File: src/rtl/tpu_seq.sv
// Sequencer for a DIM x DIM systolic MAC array: CLEAR -> COMPUTE -> READ -> DONE.
// Optional busy-cycle counter on perf_cycles when TPU_SEQ_PERF_EN is defined.
module tpu_seq #(
  parameter int DIM   = 8,
  parameter int IDX_W = 4
) (
  input  logic                   clk,
  input  logic                   rst_n,
  input  logic                   start,
  input  logic                   clr_c,
  input  logic                   stall,
  input  logic                   abort,
  output logic                   busy,
  output logic                   done,
  output logic                   mac_en,
  output logic                   mac_wren,
  output logic [$clog2(DIM)-1:0] cin_row,
  output logic                   ab_rd_en,
  output logic [IDX_W-1:0]       ab_idx,
  output logic                   c_rd_valid,
  output logic [$clog2(DIM)-1:0] c_rd_row,
  output logic [15:0]            perf_cycles
);

  localparam int RW = $clog2(DIM);
  localparam logic [IDX_W-1:0] RowLast = IDX_W'(DIM - 1);
  localparam logic [IDX_W-1:0] CmpLast = IDX_W'(3 * DIM - 3);
  localparam logic [IDX_W-1:0] AbLim   = IDX_W'(DIM);
  localparam logic [IDX_W-1:0] CntOne  = IDX_W'(1);

  typedef enum logic [2:0] {StIdle, StClear, StCompute, StRead, StDone} state_e;

  state_e           state_q, state_d;
  logic [IDX_W-1:0] cnt_q, cnt_d;
  logic             frz;
  logic [RW-1:0]    row_d;

  always_comb begin
    state_d = state_q;
    cnt_d   = cnt_q;
    frz     = 1'b0;
    if (abort && (state_q != StIdle)) begin
      state_d = StIdle;
      cnt_d   = '0;
    end else begin
      unique case (state_q)
        StIdle: begin
          if (start) begin
            state_d = clr_c ? StClear : StCompute;
            cnt_d   = '0;
          end
        end
        StClear: begin
          if (stall) begin
            frz = 1'b1;
          end else if (cnt_q == RowLast) begin
            state_d = StCompute;
            cnt_d   = '0;
          end else begin
            cnt_d = cnt_q + CntOne;
          end
        end
        StCompute: begin
          if (stall) begin
            frz = 1'b1;
          end else if (cnt_q == CmpLast) begin
            state_d = StRead;
            cnt_d   = '0;
          end else begin
            cnt_d = cnt_q + CntOne;
          end
        end
        StRead: begin
          if (stall) begin
            frz = 1'b1;
          end else if (cnt_q == RowLast) begin
            state_d = StDone;
            cnt_d   = '0;
          end else begin
            cnt_d = cnt_q + CntOne;
          end
        end
        StDone: begin
          state_d = StIdle;
          cnt_d   = '0;
        end
        default: begin
          state_d = StIdle;
          cnt_d   = '0;
        end
      endcase
    end
  end

  assign row_d = cnt_d[RW-1:0];

  // Outputs are decoded from the next state so they line up with state_q without comb paths.
  always_ff @(posedge clk or negedge rst_n) begin
    if (!rst_n) begin
      state_q    <= StIdle;
      cnt_q      <= '0;
      busy       <= 1'b0;
      done       <= 1'b0;
      mac_en     <= 1'b0;
      mac_wren   <= 1'b0;
      cin_row    <= '0;
      ab_rd_en   <= 1'b0;
      ab_idx     <= '0;
      c_rd_valid <= 1'b0;
      c_rd_row   <= '0;
    end else begin
      state_q    <= state_d;
      cnt_q      <= cnt_d;
      busy       <= (state_d == StClear) || (state_d == StCompute) || (state_d == StRead);
      done       <= (state_d == StDone);
      mac_en     <= ((state_d == StClear) || (state_d == StCompute)) && !frz;
      mac_wren   <= (state_d == StClear) && !frz;
      cin_row    <= (state_d == StClear) ? row_d : '0;
      ab_rd_en   <= (state_d == StCompute) && (cnt_d < AbLim) && !frz;
      ab_idx     <= (state_d == StCompute) ? cnt_d : '0;
      c_rd_valid <= (state_d == StRead) && !frz;
      c_rd_row   <= (state_d == StRead) ? row_d : '0;
    end
  end

`ifdef TPU_SEQ_PERF_EN
  logic [15:0] perf_cnt_q;
  logic [15:0] perf_inc;

  assign perf_inc = (perf_cnt_q == 16'hFFFF) ? perf_cnt_q : perf_cnt_q + 16'd1;

  // busy is high for exactly the busy cycles, so the last READ cycle publishes the total.
  always_ff @(posedge clk or negedge rst_n) begin
    if (!rst_n) begin
      perf_cnt_q  <= '0;
      perf_cycles <= '0;
    end else if ((state_q == StIdle) && start) begin
      perf_cnt_q <= '0;
    end else if (busy) begin
      perf_cnt_q <= perf_inc;
      if (state_d == StDone) begin
        perf_cycles <= perf_inc;
      end
    end
  end
`else
  assign perf_cycles = '0;
`endif

endmodule

File: config.mk
export PLATFORM = sky130hd
export DESIGN_NAME = tpu_seq
export DESIGN_NICKNAME = d
export VERILOG_FILES = /design/src/rtl/tpu_seq.sv
export SDC_FILE = /design/constraint.sdc
export NUM_CORES = 1
export LEC_CHECK = 0
export ABC_AREA = 1
export CAP_MARGIN = 5
export CORE_AREA = 3 3 69 51
export DETAILED_ROUTE_END_ITERATION = 10
export DIE_AREA = 0 0 72 54
export PLACE_DENSITY_LB_ADDON = 0.1
export SLEW_MARGIN = 20
export SYNTH_ARGS = -nofsm -noshare
export SYNTH_HDL_FRONTEND = slang
export SYNTH_SLANG_ARGS = --single-unit
File: constraint.sdc
create_clock -name clk -period 1.8 [get_ports clk]
set_input_delay 0.27 -clock clk [delete_from_list [all_inputs] [get_ports clk]]
set_output_delay 0.27 -clock clk [all_outputs]
set_load 0.03 [all_outputs]
==> flow_summary.ini <==
[critical_path]
critPathBufInv = 1
critical_path_class = flip-flop to output pin
arrival_ns = 1.29
cp_top_family = buffers and inverters
end_kind = output pin
crit_path_top_delay_cell = clkdlybuf4s50_1
crit_chain = clkdlybuf4s50_1
critPathMaxStageDelay_ns = 0.67
critical_path.max_fanout = 1
startpoint_type = flip-flop
cp.required_ns = 1.53

[global_routing]
grtUsageTotal_pct = 14.5
grt_max_degree = 24
antenna_found_initial = 0
overflow = 0
grt_pass1_wl_um = 4220
grt_pass1_vias = 888

[cells_and_area]
fillers = 276
multi_input_area_sq_um = 553
drive_gt1_share_pct = 15.7
nets = 194
final_area_sq_mm = 0.00154
area_delta_synth_final_pct = 18.8
n_antenna_cell = 0
regArea_sq_um = 576
finalNonFillerCells = 221

[detailed_routing]
route.vias.total = 991
dr.pass1.iters = 4
ant_nets = 0
finalWirelength_um = 2570
drc_errors = 0
wl_per_cell_um = 11.6
first_iter_violations = 44
vias_per_cell = 4.48

[cts]
hold_buffers = 0
numCtsBuffers = 3
cts_tree = yes
post_cts_resized = 0
clkSinkCount = 23
cts_setup_buffers = 0
cts-root-buf = clkbuf_8
insertion_delay_ns = 0.26
cts_max_level = 1
cts.path.max_buffers = 2
clkTransAtPathRegs_ns = 0.08

[yosys]
yosysTopAreaCell = dfrtp_1
synth_top_area_share_pct = 44.3
syn_avg_cell_area_sq_um = 8.12
synth_most_common_cell = nand2_1
synthArstFlopShare_pct = 100
ys_seq_area_share_pct = 44.3
synth_commonest_cells = 33 x nand2_1, 23 x dfrtp_1, 19 x inv_1, 19 x nor2_1, 16 x buf_4
synth-seq-cells = 23
synth_cell_types = 23
synth-edff-count = 0
syn_inst = 160
synth.area.top_cells = dfrtp_1 44%, nand2_1 9.5%, buf_4 9.2%
synth_ff_type = dfrtp_1
ys_warn_count = 0
synth_area_sq_mm = 0.00130

[floorplan]
die-height_um = 54
row_count = 16
start_util_pct = 45.4
die_w_um = 72
io-pin-count = 38
die-area_sq_mm = 0.00389
core_sq_mm = 0.00286

[job]
max_cap_viol_count = 0

[pwr]
cellPowerDensity_mw_per_mm2 = 1380
p_leak_nw = 0.834
ir_drop_uv = 545
total_power_mw = 2.14

[placed_design]
place_congestion = 0.789
io_buffers = 21
place_area_sq_mm = 0.00150
dp_slack_ns = 0.0564
placed_cells = 217
dp_hpwl_um = 2000

[worst_hold_path]
hold_path_class = input pin to async pin

[sta]
fmax_mhz = 642
drv_slew = 0
setup_viol = 0
timing.final.ws_setup_ns = 0.243
finalSetupTns_ns = 0
rsz0062_at_grt = no
period_minus_slack_ns = 1.56
finClkSkew_ns = 0.00347
hold_violations = 0
finalCritPeriodShare_pct = 86.5

[outcome]
status = finished clean
-- metrics by stage --
stage,util [%],hold WS [ns]
finish,53.9,0.358
global route,53.9,0.379
CTS,53.9,0.368
detailed placement,52.4,0.642
global placement,52.4,0.640
floorplan,-,-0.0256
-- power by group --
part | internal, mW | switching, mW | total (mW)
sequential | 0.628 | 0.0648 | 0.693
combinational | 0.366 | 0.763 | 1.13
clock | 0.158 | 0.156 | 0.314
total | 1.15 | 0.984 | 2.14
-- final timing paths --
check	from	end	slack, ns	cells past startpoint
min	rst_n	state_q[2]	0.36	2
min in group clk	state_q[0]	state_q[2]	0.66	2
max in group asynchronous	rst_n	ab_idx[2]	1.22	2
max	ab_idx[2]	ab_idx[2]	0.24	1
max reg2reg	cnt_q[1]	mac_en	0.25	10
min reg2reg	state_q[0]	state_q[2]	0.66	2
-- cell type report --
cell class	count	share of cell area, %
multi-input combinational	109	35.8
inverter	27	6.97
timing repair buffer	22	14.1
tap	36	2.92
sequential	23	37.3
clock buffer	4	2.92
-- metal layers --
metal	GRT usage, %	routed length (um)	up-vias
li1	-	-	501
met1	19.7	1250	452
met2	22.4	1130	36
met3	5.60	184	2
met4	2.19	7	0
met5	0	0	-
-- cells in the final DEF, fill, tap and decap left out, types with 2 or more instances in the layout --
cell and count:
nand2_1 33, inv_2 5, nand2_4 4, nor2_2 2
nand3_2 2, clkbuf_8 3, clkdlybuf4s50_1 21, nand2_2 7
ha_1 2, inv_1 19, nor2_1 19, o21ai_0 4
nand3_1 12, dfrtp_1 23, nor2_4 2, conb_1 16
nor4_1 2
-- kinds of logic after synthesis --
| kind of cell | synth area share (%) |
|---|---|
| compound gates | 1.92 |
| fa+ha+maj | 1.92 |
| buf+inv | 17.5 |
| flops | 44.3 |
| other cells | 0.288 |
| simple gates | 34.1 |
-- registers in the layout, summed over array words and instances, names as in the netlist --
signal / cells
cnt_q: 4
c_rd_row: 3
ab_rd_en: 1
ab_idx: 4
mac_wren: 1
busy: 1
done: 1
cin_row: 3
c_rd_valid: 1
mac_en: 1
state_q: 3
Power figures use the tool's default switching activity.
